===== config.mk =====
export PLATFORM = sky130hd
export DESIGN_NAME = edge_event_counter
export DESIGN_NICKNAME = d
export VERILOG_FILES = /design/src/rtl/edge_cnt_pkg.sv /design/src/rtl/edge_sync.sv /design/src/rtl/edge_event_counter.sv
export SDC_FILE = /design/constraint.sdc
export NUM_CORES = 1
export LEC_CHECK = 0
export ABC_AREA = 0
export CORE_MARGIN = 4
export CORE_UTILIZATION = 35
export DETAILED_ROUTE_END_ITERATION = 12
export GPL_TIMING_DRIVEN = 0
export HOLD_SLACK_MARGIN = 0.12
export SYNTH_ARGS = -nofsm -noshare
export SYNTH_HDL_FRONTEND = slang
export SYNTH_SLANG_ARGS = --single-unit
export TNS_END_PERCENT = 100

===== constraint.sdc =====
create_clock -name clk -period 1.55 [get_ports clk]
set_clock_uncertainty 0.1 [all_clocks]
set_input_delay 0.31 -clock clk [delete_from_list [all_inputs] [get_ports clk]]
set_output_delay 0.31 -clock clk [all_outputs]
set_load 0.02 [all_outputs]

===== src/rtl/edge_cnt_pkg.sv =====
// Shared constants and types for the edge event counter: default counter
// geometry and the snapshot handshake state encoding.
package edge_cnt_pkg;

  localparam int DEFAULT_WIDTH = 4;
  localparam int DEFAULT_WRAP  = 7;

  typedef enum logic {
    IDLE = 1'b0,
    HOLD = 1'b1
  } snap_state_e;

endpackage : edge_cnt_pkg


===== src/rtl/edge_sync.sv =====
// Two-flop synchronizer for the asynchronous event line followed by a
// "previous" flop; emits single-cycle rise/fall pulses from the synced level.
module edge_sync (
  input  logic clk,
  input  logic rst,
  input  logic d_i,
  output logic rise_o,
  output logic fall_o
);

  logic sync1_q, sync2_q, prev_q;
  logic sync1_d, sync2_d, prev_d;

  assign sync1_d = d_i;
  assign sync2_d = sync1_q;
  assign prev_d  = sync2_q;

  always_ff @(posedge clk) begin
    if (rst) begin
      sync1_q <= 1'b0;
      sync2_q <= 1'b0;
      prev_q  <= 1'b0;
    end else begin
      sync1_q <= sync1_d;
      sync2_q <= sync2_d;
      prev_q  <= prev_d;
    end
  end

  // Only one of these can be high at a time since they need opposite levels.
  assign rise_o = sync2_q & ~prev_q;
  assign fall_o = ~sync2_q & prev_q;

endmodule : edge_sync


===== src/rtl/edge_event_counter.sv =====
// Counts rising and falling edges of an asynchronous line with wrapping
// counters, a sticky overflow flag and a valid/ready snapshot of the total.
module edge_event_counter
  import edge_cnt_pkg::*;
#(
  parameter int WIDTH = DEFAULT_WIDTH,
  parameter int WRAP  = DEFAULT_WRAP
) (
  input  logic             clk,
  input  logic             rst,
  input  logic             d,
  input  logic             clr,
  output logic [WIDTH-1:0] pos_count,
  output logic [WIDTH-1:0] neg_count,
  output logic [WIDTH:0]   total_count,
  output logic             ovf,
  input  logic             snap_req,
  output logic             snap_valid,
  input  logic             snap_ready,
  output logic [WIDTH:0]   snap_data
);

  localparam logic [WIDTH-1:0] WRAP_V = WIDTH'(WRAP);

  logic rise, fall;

  edge_sync u_edge_sync (
    .clk    (clk),
    .rst    (rst),
    .d_i    (d),
    .rise_o (rise),
    .fall_o (fall)
  );

  // Index 0 counts rises, index 1 counts falls.
  logic [1:0]         evt;
  logic [1:0]         wrap_hit;
  logic [2*WIDTH-1:0] cnt_flat;

  assign evt = {fall, rise};

  for (genvar gi = 0; gi < 2; gi++) begin : g_cnt
    logic [WIDTH-1:0] cnt_q, cnt_d;
    logic             hit;

    always_comb begin
      cnt_d = cnt_q;
      hit   = 1'b0;
      if (evt[gi]) begin
        if (cnt_q == WRAP_V) begin
          cnt_d = '0;
          hit   = 1'b1;
        end else begin
          cnt_d = cnt_q + WIDTH'(1);
        end
      end
    end

    // clr drops any coincident edge by overriding the increment.
    always_ff @(posedge clk) begin
      if (rst || clr) begin
        cnt_q <= '0;
      end else begin
        cnt_q <= cnt_d;
      end
    end

    assign cnt_flat[gi*WIDTH +: WIDTH] = cnt_q;
    assign wrap_hit[gi]                = hit;
  end

  assign pos_count   = cnt_flat[0 +: WIDTH];
  assign neg_count   = cnt_flat[WIDTH +: WIDTH];
  assign total_count = {1'b0, pos_count} + {1'b0, neg_count};

  logic ovf_q, ovf_d;

  always_comb begin
    ovf_d = ovf_q;
    if (|wrap_hit) begin
      ovf_d = 1'b1;
    end
  end

  always_ff @(posedge clk) begin
    if (rst || clr) begin
      ovf_q <= 1'b0;
    end else begin
      ovf_q <= ovf_d;
    end
  end

  assign ovf = ovf_q;

  snap_state_e      state_q, state_d;
  logic [WIDTH:0]   snap_data_q, snap_data_d;

  always_comb begin
    state_d     = state_q;
    snap_data_d = snap_data_q;
    case (state_q)
      IDLE: begin
        if (snap_req) begin
          state_d     = HOLD;
          snap_data_d = total_count;
        end
      end
      HOLD: begin
        // A coincident snap_req only completes the handshake.
        if (snap_ready) begin
          state_d = IDLE;
        end
      end
      default: state_d = IDLE;
    endcase
  end

  always_ff @(posedge clk) begin
    if (rst) begin
      state_q     <= IDLE;
      snap_data_q <= '0;
    end else begin
      state_q     <= state_d;
      snap_data_q <= snap_data_d;
    end
  end

  assign snap_valid = (state_q == HOLD);
  assign snap_data  = snap_data_q;

endmodule : edge_event_counter


==> out/results.tsv, run 1 <==
stage	metric	value	unit
logic_synthesis	synth_edf_count	0	
clocking	insertion_delay	0.29	ns
clocking	path_clk_slew	0.11	ns
status	outcome	finished with violations	
routing	routed_wl	2.07	mm
placement	place_hpwl	1.53	mm
pwr	net-switching-power	201	uW
timing	tightest_slew	0.383	ns
timing	fmax	500	MHz
pwr	seqPwrFrac	59.3	%
logic_synthesis	ys_seq_area_share	40.9	%
routing	drc	0	
global_route	use_met2	21.6	%
finish	n_antenna_cell	0	
floorplanning	die_h	58.2	um
timing	fin_crit	2.00	ns
pwr	power.density	600	nW/um^2
pwr	p_clk_share	31.0	%
logic_synthesis	syn_area_per_cell	9.27	um^2
clocking	cts_made_buffers	3	
finish	nets	145	
critical_path	cp_max_fo	2	
pwr	ir_drop	0.000371	V
logic_synthesis	syn_nets	108	
finish	drive_above_1_share	35.9	%
floorplanning	rows	17	
finish	layoutNonFillerInstCount	159	
critical_path	critical_path_required	1.14	ns
critical_path	crit_type	flop to output port	
routing	drt.antenna.violating_nets	0	
logic_synthesis	yosys_warnings	0	
placement	gp_congestion	0.746	
clocking	htreeDepth	1	
timing	finalCritPeriodShare	129	%
finish	syn_to_final_growth	50.6	%
clocking	cts_tree	done	
floorplanning	core	2300	um^2
global_route	track_usage	13.3	%
timing	maxSlewViolCount	0	
status	violations	setup timing	
clocking	cts_root_buf	clkbuf_4	
timing	rsz0062_at_grt	true	
finish	final_cell_mix	dlygate4sd2_1 (11), nor2_1 (10), dfxtp_1 (10), buf_4 (9), dfxtp_4 (6)	
logic_synthesis	synth_cell_types	28	
logic_synthesis	synth.cell_area	881	um^2
global_route	use_met1	17.2	%
routing	firstDrtPassIters	4	
global_route	top_usage_layer	met2	
floorplanning	ioPinCount	26	
global_route	grt_max_degree	11	
routing	drtIter0Drc	14	
placement	pre_cts_ws	-0.649	ns
pwr	pwr-share-comb	9.7	%
clocking	clk_path_buf_depth	2	
floorplanning	start_util	38.3	%
logic_synthesis	ys_ff_latch	18	
routing	vias_per_cell	4.99	
critical_path	endpoint_kind	output port	
global_route	grt_pass1_wl	3.48	mm
routing	vias	793	
global_route	gr-usage-met3	2.67	%
placement	dp_cells	148	
critical_path	critPathLaunchType	flop	
pwr	leakage	0.000566	uW
pwr	fin_total_pwr	796	uW
timing	relSlewSlack	74.5	%
timing	hold_violations	0	
critical_path	arrival	1.59	ns
routing	wire_per_inst	13.0	um
logic_synthesis	synth_ff_type	dfxtp_1	
pwr	internal-power	595	uW
logic_synthesis	async_flop_share	0	%
timing	finalSetupViolCount	4	
hold_path	hp-class	flop to flop	
global_route	grt_pass1_vias	764	
floorplanning	die_width	58.2	um
placement	port_buffers	25	
clocking	clock_sinks	18	
timing	fin_ws	-0.449	ns
logic_synthesis	synth_cells	95	
pwr	sw_frac_of_total	25.3	%
clocking	hold_buffers	0	
global_route	antenna_found_initial	0	
floorplanning	dieArea	3380	um^2
global_route	grt_overflow	0	
flow_run	maxCapViolations	0	
finish	layout_commonest_cell	dlygate4sd2_1	
flip-flops by register name (all words and copies together), names as in the netlist:
register / cells
pos_count: 4
u_edge_sync.prev_d: 1
ovf: 1
snap_data: 5
u_edge_sync.sync1_q: 1
snap_valid: 1
neg_count: 4
u_edge_sync.prev_q: 1
power by group through the flow:
| stage | sequential, uW | clock [uW] | combinational [uW] |
|---|---|---|---|
| 2_1_floorplan | 494 | 0 | 36.7 |
| 3_3_place_gp | 487 | 0 | 81.2 |
| 3_5_place_dp | 487 | 0 | 81.5 |
| 4_1_cts | 475 | 259 | 78.6 |
| 5_1_grt | 474 | 279 | 85.4 |
| 6_report | 472 | 247 | 77.3 |
critical path, stage by stage (launching register included):
cell	delay (ns)
dfxtp_4	0.39
ha_4	0.13
inv_2	0.03
fa_2	0.36
nor2b_2	0.14
o21ai_2	0.07
nand2_2	0.06
buf_6	0.11
stage by stage:
| step | hold slack (ns) | util (%) | cell area [um^2] | TNS [ns] |
|---|---|---|---|---|
| after floorplan | 0.310 | - | 961 | -0.212 |
| after global placement | 0.322 | 54.2 | 1250 | -3.15 |
| after detailed placement | 0.342 | 54.2 | 1250 | -3.11 |
| after CTS | 0.362 | 56.7 | 1300 | -1.69 |
| after global routing | 0.378 | 57.7 | 1330 | -2.02 |
| final | 0.355 | 57.7 | 1330 | -1.67 |
cells in the mapped netlist (all sizes together), types with 2 or more instances:
cell type / instances / share of area, %
a21oi: 6 / 3.4
a211oi: 2 / 1.7
clkbuf: 2 / 0.85
mux2i: 4 / 4.5
nand3b: 2 / 1.7
xor2: 2 / 2.0
dfxtp: 18 / 41
nor3b: 3 / 2.6
ha: 6 / 8.5
nand2: 5 / 2.1
or4: 2 / 1.7
nand3: 3 / 1.7
inv: 5 / 2.1
o21ai: 5 / 2.8
nor2: 10 / 4.3
xnor2: 2 / 2.0
nand2b: 2 / 3.1
nor2b: 6 / 4.3
nor3: 2 / 1.1
cell families after synthesis:
group	Yosys count	synth area share, %
simple gates	38	25.1
fa+ha+maj	7	10.8
mux	4	4.55
xor+xnor	4	3.98
flops	18	40.9
buf+inv	8	3.55
compound gates	16	11.1
what timing repair did:
item / 4_1_cts / 5_1_grt
endpoints found under the setup margin: 21 / 11
pin swaps: 2 / 2
buffers inserted: 6 / 1
resized for setup: 46 / 14
final cells by class:
class / count / area (um^2)
plain buffers: 3 / 13.8
fillers: 220 / 971
flip-flops and latches: 18 / 385
clock inverters: 1 / 3.75
inverters: 5 / 18.8
clock buffers: 3 / 22.5
multi-input cells: 69 / 581
repair buffers: 32 / 267
well taps: 28 / 35.0
worst paths after layout:
check / startpoint / endpoint / slack, ns / cells after the start
worst min register to register: u_edge_sync.sync1_q / u_edge_sync.prev_d / 0.36 / 1
worst min-delay path: u_edge_sync.sync1_q / u_edge_sync.prev_d / 0.36 / 1
worst max register to register: pos_count[0] / snap_data[4] / 0.01 / 6
worst max-delay path: pos_count[0] / total_count[4] / -0.45 / 7
routing by layer:
metal / share of wire [%] / up-vias
met1: 46 / 364
li1: - / 410
met4: 0.77 / 0
met3: 3.6 / 2
met2: 49 / 17
met5: 0 / -
No activity file was read; power rests on OpenSTA's default activity.
==> run 2, diff against run 1 <==
- SLEW_MARGIN: unset -> 20
- clock period: 1.55 -> 1.6 ns (I/O delays scaled with it)
==> out/results.tsv, run 2 (synthesized netlist as in run 1, its figures left out) <==
stage	metric	value	unit	change
finish	n_antenna_cell	0		unchanged
routing	drt.antenna.violating_nets	0		unchanged
pwr	seqPwrFrac	59.1	%	was 59.3%
pwr	p_clk_share	31.1	%	was 31.0%
hold_path	hp-start	u_edge_sync.sync1_q		unchanged
status	violations	setup timing		unchanged
finish	fin_util	57.1	%	was 57.7%
timing	tightest_slew	0.401	ns	was 0.383 ns
timing	relSlewSlack	73.2	%	was 74.5%
critical_path	ff2ff_setup_slack	0.04	ns	was 0.01 ns
pwr	power.density	590	nW/um^2	was 600 nW/um^2
pwr	leakage	0.000569	uW	was 0.000566 uW
hold_path	min_to	u_edge_sync.prev_d		unchanged
finish	largest_reg_flops	5		unchanged
clocking	insertion_delay	0.30	ns	was 0.29 ns
global_route	grt_max_degree	11		unchanged
flow_run	maxCapViolations	0		unchanged
critical_path	endpoint_kind	output port		unchanged
routing	vias	768		was 793
floorplanning	ioPinCount	26		unchanged
finish	final_cell_mix	dlygate4sd2_1 (12), nor2_1 (10), dfxtp_1 (10), buf_4 (8), dfxtp_4 (6)		was dlygate4sd2_1 (11), nor2_1 (10), dfxtp_1 (10), buf_4 (9), dfxtp_4 (6)
pwr	fin_total_pwr	773	uW	was 796 uW
hold_path	hold_depth	1		unchanged
timing	maxSlewViolCount	0		unchanged
pwr	sw_frac_of_total	24.6	%	was 25.3%
critical_path	cp_max_fo	2		unchanged
timing	rsz0062_at_grt	true		unchanged
routing	vias_per_cell	4.86		was 4.99
critical_path	cp.depth	7		unchanged
timing	hold_violations	0		unchanged
pwr	internal-power	583	uW	was 595 uW
critical_path	ff2ff_path_depth	6		unchanged
floorplanning	rows	17		unchanged
global_route	grt_pass1_wl	3.50	mm	was 3.48 mm
pwr	ir_drop	0.000619	V	was 0.000371 V
floorplanning	core	2300	um^2	unchanged
clocking	clk_path_buf_depth	2		unchanged
hold_path	hp-class	flop to flop		unchanged
timing	fin_crit	2.02	ns	
placement	port_buffers	25		unchanged
finish	syn_to_final_growth	48.9	%	was 50.6%
pwr	pwr-share-comb	9.8	%	was 9.7%
routing	drtIter0Drc	17		was 14
status	outcome	finished with violations		unchanged
clocking	clock_sinks	18		unchanged
finish	layout_commonest_cell	dlygate4sd2_1		unchanged
finish	nets	144		was 145
routing	drc	0		unchanged
global_route	grt_overflow	0		unchanged
global_route	antenna_found_initial	0		unchanged
global_route	track_usage	13.6	%	was 13.3%
critical_path	path_cells	ha_4 > inv_2 > fa_2 > nor2b_2 > o21ai_2 > nand2_2 > buf_6		unchanged
critical_path	r2r-start	pos_count[0]		unchanged
critical_path	crit_type	flop to output port		unchanged
clocking	htreeDepth	1		unchanged
critical_path	arrival	1.60	ns	was 1.59 ns
timing	finalSetupViolCount	4		unchanged
critical_path	reg2reg_to	snap_data[4]		unchanged
critical_path	crit_slowest_cell	dfxtp_4		unchanged
routing	wire_per_inst	13.2	um	was 13.0 um
timing	finalCritPeriodShare	126	%	
placement	place_hpwl	1.51	mm	was 1.53 mm
critical_path	path_delay_family	adder cells		unchanged
floorplanning	dieArea	3380	um^2	unchanged
placement	gp_congestion	0.757		was 0.746
critical_path	critPathBufInv	2		unchanged
routing	firstDrtPassIters	4		unchanged
timing	fin_ws	-0.419	ns	was -0.449 ns
clocking	cts_tree	done		unchanged
floorplanning	die_width	58.2	um	unchanged
timing	setup-tns-final	-1.50	ns	was -1.67 ns
critical_path	critical_path_required	1.18	ns	was 1.14 ns
timing	fmax	495	MHz	
critical_path	cpPeakStageDelay	0.38	ns	was 0.39 ns
finish	n_fill_cell	217		was 220
finish	final_area	1310	um^2	was 1330 um^2
clocking	cts_root_buf	clkbuf_4		unchanged
floorplanning	start_util	38.3	%	unchanged
routing	routed_wl	2.08	mm	was 2.07 mm
placement	place_area	1230	um^2	was 1250 um^2
clocking	cts_made_buffers	3		unchanged
critical_path	critPathLaunchType	flop		unchanged
pwr	net-switching-power	190	uW	was 201 uW
global_route	grt_pass1_vias	753		was 764
floorplanning	die_h	58.2	um	unchanged
clocking	path_clk_slew	0.10	ns	was 0.11 ns
timing	hold_slack	0.346	ns	was 0.355 ns
finish	drive_above_1_share	30.0	%	was 35.9%
[run 2: layer usage]
| layer | track usage [%] | part of all wire, % |
|---|---|---|
| met5 | 0 | 0 |
| met4 | 2.98 | 0.67 |
| met3 | 4.68 | 4.4 |
| met2 | 21.8 | 48 |
| met1 | 17.6 | 47 |
[run 2: how the worst max path moves through the flow]
stage / from / endpoint / slack (ns)
finish: pos_count[0] / total_count[4] / -0.42
global route: pos_count[0] / total_count[4] / -0.50
CTS: pos_count[0] / total_count[4] / -0.45
detailed placement: pos_count[0] / total_count[4] / -0.61
global placement: pos_count[0] / total_count[4] / -0.60
floorplan: pos_count[0] / total_count[4] / -0.05
[run 2: worst register-to-register path: cells and delay by family, from the launching register on]
| family | cells | cell delay (ns) |
|---|---|---|
| AOI/OAI and AO/OA | 2 | 0.32 |
| adders and majority gates | 2 | 0.51 |
| buffers and inverters | 1 | 0.04 |
| DFF | 1 | 0.38 |
| and+or+nand+nor | 1 | 0.14 |
[run 2: what timing repair did]
item                                   CTS  global route
setup endpoints to repair               22             9
setup buffers                            5             1
pin swaps                                1             0
hold buffers                             0             0
endpoints found under the hold margin    0             0
gates resized for setup                 45             8
[run 2: power groups by stage]
stage | sequential [uW] | clock [uW] | combinational [uW]
after CTS | 461 | 257 | 75.6
final | 457 | 241 | 75.4
after detailed placement | 472 | 0 | 78.8
after floorplan | 479 | 0 | 35.5
after global routing | 459 | 272 | 83.1
after global placement | 472 | 0 | 78.8
[run 2: metrics by stage]
step | setup WS, ns | std cells
after floorplan | -0.0549 | 95
after CTS | -0.453 | 157
final | -0.419 | 158
after detailed placement | -0.613 | 148
after global routing | -0.497 | 158
after global placement | -0.604 | 148
[run 2: layout make-up]
| type | count | area, um^2 | area share, % |
|---|---|---|---|
| multi-input cells | 69 | 559 | 42.7 |
| flip-flops and latches | 18 | 385 | 29.4 |
| repair buffers | 31 | 273 | 20.8 |
| well taps | 28 | 35.0 | 2.67 |
| clock buffers | 4 | 26.3 | 2.00 |
| inverters | 5 | 18.8 | 1.43 |
| plain buffers | 3 | 13.8 | 1.05 |
